`config.mk`:
```
export PLATFORM = sky130hd
export DESIGN_NAME = chain_mix_engine
export DESIGN_NICKNAME = d
export VERILOG_FILES = /design/src/rtl/chain_mix_pkg.sv /design/src/rtl/chain_mix_round.sv /design/src/rtl/chain_mix_engine.sv
export SDC_FILE = /design/constraint.sdc
export NUM_CORES = 2
export LEC_CHECK = 0
export ABC_CLOCK_PERIOD_IN_PS = 7960
export BUFFER_PORTS_ARGS = -buffer_cell sky130_fd_sc_hd__buf_2
export CAP_MARGIN = 30
export CELL_PAD_IN_SITES_DETAIL_PLACEMENT = 2
export CELL_PAD_IN_SITES_GLOBAL_PLACEMENT = 2
export CORE_AREA = 2 2 400 402
export CTS_CLUSTER_SIZE = 24
export DETAILED_ROUTE_END_ITERATION = 12
export DIE_AREA = 0 0 402 404
export PLACE_DENSITY_LB_ADDON = 0.1
export SLEW_MARGIN = 20
export SYNTH_ARGS = -nofsm -noshare
export SYNTH_HDL_FRONTEND = slang
export SYNTH_SLANG_ARGS = --single-unit
```
`constraint.sdc`:
```
create_clock -name clk -period 7.96 [get_ports clk]
set_clock_uncertainty 0.05 [all_clocks]
set_input_delay 1.592 -clock clk [delete_from_list [all_inputs] [get_ports clk]]
set_output_delay 1.592 -clock clk [all_outputs]
set_load 0.01 [all_outputs]
```
`src/rtl/chain_mix_pkg.sv`:
```
// ============================================================================
// Module  : chain_mix_pkg
// Brief   : Shared types, lane geometry, IV and rotate amounts for chain_mix.
// Revision: 1.0
// ============================================================================
`default_nettype none

package chain_mix_pkg;

    typedef enum logic [1:0] {
        ST_IDLE  = 2'd0,
        ST_ROUND = 2'd1,
        ST_DONE  = 2'd2
    } state_t;

    localparam int LANE_W  = 64;
    localparam int BLOCK_W = 4 * LANE_W;
    localparam int RC_W    = 6;
    localparam int ROT_D   = 32;
    localparam int ROT_B   = 24;

    localparam logic [BLOCK_W-1:0] CHAIN_IV = {4{64'h0412_6424_0034_3C28}};

    function automatic logic [LANE_W-1:0] rotl64(input logic [LANE_W-1:0] x,
                                                 input int unsigned n);
        return (x << n) | (x >> (LANE_W - n));
    endfunction

endpackage

`default_nettype wire

```
`src/rtl/chain_mix_round.sv`:
```
// ============================================================================
// Module  : chain_mix_round
// Brief   : One combinational ARX mixing round over four 64-bit lanes.
// Revision: 1.0
// ============================================================================
`default_nettype none

module chain_mix_round
    import chain_mix_pkg::*;
(
    input  logic [BLOCK_W-1:0] w_in,
    input  logic [RC_W-1:0]    rc,
    output logic [BLOCK_W-1:0] w_out
);

    logic [LANE_W-1:0] a_in, b_in, c_in, d_in;
    logic [LANE_W-1:0] a_nx, b_nx, c_nx, d_nx;

    always_comb begin
        a_in = w_in[4*LANE_W-1:3*LANE_W];
        b_in = w_in[3*LANE_W-1:2*LANE_W];
        c_in = w_in[2*LANE_W-1:LANE_W];
        d_in = w_in[LANE_W-1:0];

        // Each step consumes the lane just updated by the previous one.
        a_nx = a_in + b_in + {{(LANE_W-RC_W){1'b0}}, rc};
        d_nx = rotl64(d_in ^ a_nx, ROT_D);
        c_nx = c_in + d_nx;
        b_nx = rotl64(b_in ^ c_nx, ROT_B);

        w_out = {a_nx, b_nx, c_nx, d_nx};
    end

endmodule

`default_nettype wire

```
`src/rtl/chain_mix_engine.sv`:
```
// ============================================================================
// Module  : chain_mix_engine
// Brief   : Chained ARX block mixer; optional block counter via CHAIN_MIX_BLKCNT_EN.
// Revision: 1.0
// ============================================================================
`default_nettype none

module chain_mix_engine
    import chain_mix_pkg::*;
#(
    parameter int ROUNDS = 8
) (
    input  logic               clk,
    input  logic               reset,
    input  logic               init,
    input  logic               in_valid,
    output logic               in_ready,
    input  logic [BLOCK_W-1:0] in_data,
    output logic               out_valid,
    input  logic               out_ready,
    output logic [BLOCK_W-1:0] out_data,
    input  logic [BLOCK_W-1:0] st_q,
    output logic [BLOCK_W-1:0] st_d,
    output logic               st_en,
`ifdef CHAIN_MIX_BLKCNT_EN
    output logic [31:0]        blk_count,
`endif
    output logic               st_clear
);

    localparam logic [RC_W-1:0] ROUND_LAST = RC_W'(ROUNDS - 1);

    state_t             state_q, state_d;
    logic [BLOCK_W-1:0] w_q, w_d;
    logic [BLOCK_W-1:0] chain_q, chain_d;
    logic [RC_W-1:0]    rnd_q, rnd_d;
    logic [BLOCK_W-1:0] w_round;
    logic [BLOCK_W-1:0] w_final;

    chain_mix_round u_round (
        .w_in  (w_q),
        .rc    (rnd_q),
        .w_out (w_round)
    );

    assign w_final = w_q ^ chain_q;

`ifdef CHAIN_MIX_BLKCNT_EN
    logic [31:0] blk_q, blk_d;
    assign blk_count = blk_q;
`endif

    always_comb begin
        state_d   = state_q;
        w_d       = w_q;
        chain_d   = chain_q;
        rnd_d     = rnd_q;
        in_ready  = 1'b0;
        out_valid = 1'b0;
        out_data  = '0;
        st_en     = 1'b0;
        st_clear  = 1'b0;
        st_d      = '0;
`ifdef CHAIN_MIX_BLKCNT_EN
        blk_d     = blk_q;
`endif

        if (init) begin
            // Restart wins over everything, including a pending handshake.
            st_en    = 1'b1;
            st_clear = 1'b1;
            state_d  = ST_IDLE;
            rnd_d    = '0;
`ifdef CHAIN_MIX_BLKCNT_EN
            blk_d    = '0;
`endif
        end else begin
            case (state_q)
                ST_IDLE: begin
                    in_ready = 1'b1;
                    if (in_valid) begin
                        w_d     = in_data ^ st_q;
                        chain_d = st_q;
                        rnd_d   = '0;
                        state_d = ST_ROUND;
                    end
                end
                ST_ROUND: begin
                    w_d   = w_round;
                    rnd_d = rnd_q + 1'b1;
                    if (rnd_q == ROUND_LAST) begin
                        state_d = ST_DONE;
                    end
                end
                ST_DONE: begin
                    out_valid = 1'b1;
                    out_data  = w_final;
                    if (out_ready) begin
                        st_en   = 1'b1;
                        st_d    = w_final;
                        state_d = ST_IDLE;
`ifdef CHAIN_MIX_BLKCNT_EN
                        blk_d   = blk_q + 32'd1;
`endif
                    end
                end
                default: state_d = ST_IDLE;
            endcase
        end

        // A reset cycle must never write the downstream chaining register.
        if (reset) begin
            in_ready  = 1'b0;
            out_valid = 1'b0;
            out_data  = '0;
            st_en     = 1'b0;
            st_clear  = 1'b0;
            st_d      = '0;
        end
    end

    always_ff @(posedge clk) begin
        if (reset) begin
            state_q <= ST_IDLE;
            w_q     <= '0;
            chain_q <= '0;
            rnd_q   <= '0;
`ifdef CHAIN_MIX_BLKCNT_EN
            blk_q   <= '0;
`endif
        end else begin
            state_q <= state_d;
            w_q     <= w_d;
            chain_q <= chain_d;
            rnd_q   <= rnd_d;
`ifdef CHAIN_MIX_BLKCNT_EN
            blk_q   <= blk_d;
`endif
        end
    end

endmodule

`default_nettype wire
```
==> key figures <==
Worst setup path
  • Top delay family on crit path: compound AO/OA/AOI/OAI gates
  • Critical path depth: 23
  • Crit-path cells: fa_1 -> ha_1 -> a211oi_2 -> o31ai_4 -> a31oi_4 -> o31ai_2 -> o21ai_2 -> o31ai_1 -> a21bo_2 -> xnor2_1 -> xnor2_1 -> ha_1 -> a21oi_1 -> a211oi_2 -> o211ai_1 -> a21oi_2 -> a21oi_1 -> o21a_1 -> o21ba_2 -> o31ai_1 -> xnor2_1 -> xor2_1 -> o221ai_1
  • Critical path type: register to register
  • Critical Path Start Type: register
  • Worst Path Required: 8.44 ns
  • Biggest fanout along the worst timing path: 8
  • Arrival time at the worst endpoint: 8.19 ns
  • Longest individual stage delay on the worst path: 0.71 ns
  • Count of buffer and inverter cells on the critical path: 0
  • Worst Reg-to-Reg Cells: 23
  • Library cell contributing the largest single delay on the critical path: sky130_fd_sc_hd__xnor2_1
  • Worst path most repeated cell: sky130_fd_sc_hd__xnor2_1
  • Kind of capture point of the worst setup path: register

Yosys
  • Post-Syn Instances: 4808
  • Total number of yosys warnings: 0
  • Synthesized flop and latch total: 520
  • Number of enable flip-flop cells after synthesis: 0
  • Most common flop cell mapped by yosys: sky130_fd_sc_hd__dfxtp_1
  • Post-Syn Area: 36000 um^2
  • Count of different cell masters after synthesis: 81
  • Share of synthesized flip-flops with an asynchronous set or reset: 0%
  • Sequential area share after synthesis: 28.9%
  • Number of nets in the synthesized netlist: 5519
  • Per-instance average area after synthesis: 7.48 um^2

Detailed routing
  • Routed wl met2: 115000 um
  • DRC errors left: 0
  • Number of violations reported at the end of detailed-routing iteration 0: 2260
  • Met1 wire length: 105000 um
  • Number of iterations in the first detailed-routing pass: 5
  • Top Metal Used: met5
  • Routed length on met3: 11200 um
  • Vias per Instance: 4.95
  • Antenna-violating nets left: 0
  • WL final: 240000 um
  • DR vias: 39.0k
  • Per-cell routed wire length: 30.4 um

Place
  • Post-detailed-placement half-perimeter wirelength: 198000 um
  • Port bufs: 1032
  • Final RePlAce weighted congestion: 0.918
  • Placed standard-cell area: 43700 um^2

Layout
  • Fillers: 18.6k
  • Number of nets in the final layout: 6447
  • Area added between synthesis and finish: 29.0%
  • Ratio of cells with drive above 1 in the final layout: 23.5%
  • Most frequent standard cell in the layout excluding fill and tap cells: sky130_fd_sc_hd__buf_2
  • Commonest cells after routing, fill and taps aside: sky130_fd_sc_hd__buf_2 (1032), sky130_fd_sc_hd__nand2_1 (919), sky130_fd_sc_hd__a21oi_1 (608)
  • Finished Cell Area: 46400 um^2

Clock tree
  • Latest clock arrival within the worst-skew pair: 0.69 ns
  • Post CTS Setup Buffer Count: 0
  • Cts hold-fix bufs: 0
  • Maximum count of clock buffers along a single path: 3
  • Clock sink total: 520
  • Max H-tree Level: 3
  • Register clock-pin slew on the reported worst setup and hold paths: 0.06 ns
  • Clock buffer count from CTS: 76
  • TritonCTS clock tree: done
  • Clock tree root buffer cell: sky130_fd_sc_hd__clkbuf_16

Status
  • Status: complete, no violations

STA
  • Accumulated negative setup slack: 0 ns
  • Maximum clock frequency: 0.130 GHz
  • Unrepaired setup endpoints after global routing: yes
  • Least-Margin Pin Slew: 1.20 ns
  • Hold Fails Final Rpt: 0
  • Count of pins over their slew limit: 0
  • Worst rel slew slack: 19.5%
  • Min cycle time layout: 7.71 ns
  • Final critical-path share of the clock period: 96.8%
  • Number of failing setup endpoints in the final timing report: 0

Worst hold path
  • Path category of the worst min-delay check: register to register
  • Number of cells on the worst hold path: 2

Floorplanning
  • Num ports: 1033
  • DIE AREA: 162000 um^2
  • Standard-cell row count: 146
  • Vertical extent of the die: 404 um
  • Core ar.: 158000 um^2
  • X dimension of the die: 402 um
  • Starting Density: 22.8%

Global routing
  • Wire length of the first global-routing pass: 327000 um
  • Largest net degree at the start of global routing: 143
  • Initial antenna violation count: 36
  • Vias in the first global route: 40.8k
  • GRT overflow: 0
  • Aggregate global-route resource usage: 28.5%

Flow run
  • # Max-Cap Violations: 0

Pwr
  • PD cells: 203 nW/um^2
  • Worst supply voltage drop on vdd: 0.000137 V
  • Total power: 9.40 mW
  • Leakage: 20.1 nW
-- report_power, final --
| part | internal, mW | switching [mW] | total, mW |
|---|---|---|---|
| Clock | 2.07 | 1.45 | 3.52 |
| Sequential | 2.76 | 0.261 | 3.02 |
| Combinational | 0.928 | 1.93 | 2.86 |
| Total | 5.76 | 3.64 | 9.40 |
-- sequential cells by signal (all words and copies together), names as in the netlist --
name and cells:
state_q 2, w_q 256, rnd_q 6, chain_q 256
-- synth_stat cells, types with 7 or more instances --
| library cell | count | area share, % |
|---|---|---|
| sky130_fd_sc_hd__nor2_1 | 422 | 4.4 |
| sky130_fd_sc_hd__nand2b_1 | 7 | 0.12 |
| sky130_fd_sc_hd__nand4_1 | 43 | 0.75 |
| sky130_fd_sc_hd__and2_1 | 261 | 4.5 |
| sky130_fd_sc_hd__fa_1 | 8 | 0.45 |
| sky130_fd_sc_hd__dfxtp_1 | 520 | 29 |
| sky130_fd_sc_hd__nor2b_1 | 14 | 0.24 |
| sky130_fd_sc_hd__a21o_1 | 70 | 1.5 |
| sky130_fd_sc_hd__a21oi_2 | 7 | 0.17 |
| sky130_fd_sc_hd__xnor2_1 | 594 | 14 |
| sky130_fd_sc_hd__buf_1 | 13 | 0.14 |
| sky130_fd_sc_hd__a21oi_1 | 608 | 8.5 |
| sky130_fd_sc_hd__o21ai_0 | 175 | 2.4 |
| sky130_fd_sc_hd__a211oi_1 | 25 | 0.52 |
| sky130_fd_sc_hd__o21bai_1 | 25 | 0.52 |
| sky130_fd_sc_hd__a31oi_1 | 16 | 0.28 |
| sky130_fd_sc_hd__nand3_1 | 27 | 0.38 |
| sky130_fd_sc_hd__inv_1 | 39 | 0.41 |
| sky130_fd_sc_hd__o211ai_1 | 98 | 2.0 |
| sky130_fd_sc_hd__xor2_1 | 168 | 4.1 |
| sky130_fd_sc_hd__o21ai_1 | 13 | 0.18 |
| sky130_fd_sc_hd__o31ai_1 | 9 | 0.19 |
| sky130_fd_sc_hd__o21a_1 | 18 | 0.38 |
| sky130_fd_sc_hd__ha_1 | 186 | 6.5 |
| sky130_fd_sc_hd__clkbuf_1 | 300 | 3.1 |
| sky130_fd_sc_hd__nand2_1 | 921 | 9.6 |
| sky130_fd_sc_hd__a221o_1 | 39 | 1.1 |
| sky130_fd_sc_hd__nor3_1 | 34 | 0.47 |
| sky130_fd_sc_hd__o221ai_1 | 24 | 0.58 |
| sky130_fd_sc_hd__and3_1 | 8 | 0.14 |
| sky130_fd_sc_hd__buf_2 | 7 | 0.097 |
-- path summary, 6_finish.rpt --
| path | start | to | slack, ns |
|---|---|---|---|
| worst max-delay path | rnd_q[2]$_SDFFE_PP0P_ | w_q[139]$_SDFFE_PP0P_ | 0.25 |
| worst min-delay path | chain_q[88]$_SDFFE_PP0P_ | chain_q[88]$_SDFFE_PP0P_ | 0.42 |
| worst max register to register | rnd_q[2]$_SDFFE_PP0P_ | w_q[139]$_SDFFE_PP0P_ | 0.25 |
| worst min register to register | chain_q[88]$_SDFFE_PP0P_ | chain_q[88]$_SDFFE_PP0P_ | 0.42 |
-- worst min-delay path, stage by stage (launching register included) --
cell and delay (ns):
sky130_fd_sc_hd__dfxtp_1 0.31, sky130_fd_sc_hd__nand2_1 0.05, sky130_fd_sc_hd__a21oi_1 0.05
-- layout make-up --
type                    count  area, um^2  area share (%)
clock inverters            20         215           0.464
clock buffers             115        2280            4.91
flip-flops and latches    520       10400            22.4
diodes                     15        37.5          0.0809
inverters                  39         146           0.315
repair buffers           1172        6350            13.7
multi-input cells        3927       24400            52.5
well taps                2072        2590            5.59
-- cells by family after synthesis --
logic type                 synth area share (%)
AOI/OAI and AO/OA                          20.3
xor gates and xnor gates                   18.8
adders and majority gates                  6.92
buffers and inverters                      3.80
DFF                                        28.9
muxes                                    0.0591
and+or+nand+nor                            21.2
-- per-layer routing --
layer	GRT usage (%)	vias to the layer above
met4	8.87	26
met3	4.38	256
met1	36.5	19500
met5	0	-
li1	-	18100
met2	48.8	1104
-- stage by stage --
step | utilization [%] | worst slack, ns | hold slack, ns | std cells
after floorplan | - | 2.11 | 0.399 | 4808
after global placement | 27.7 | 0.154 | 0.404 | 7721
after detailed placement | 27.7 | 0.117 | 0.413 | 7728
after CTS | 29.3 | 0.0170 | 0.421 | 7863
after global routing | 29.4 | -0.0625 | 0.430 | 7871
final | 29.4 | 0.251 | 0.418 | 7880
-- what timing repair did --
item	4_1_cts	5_1_grt
gates resized for setup	0	18
hold endpoints to repair	0	0
setup endpoints to repair	0	55
Power figures use the tool's default switching activity.
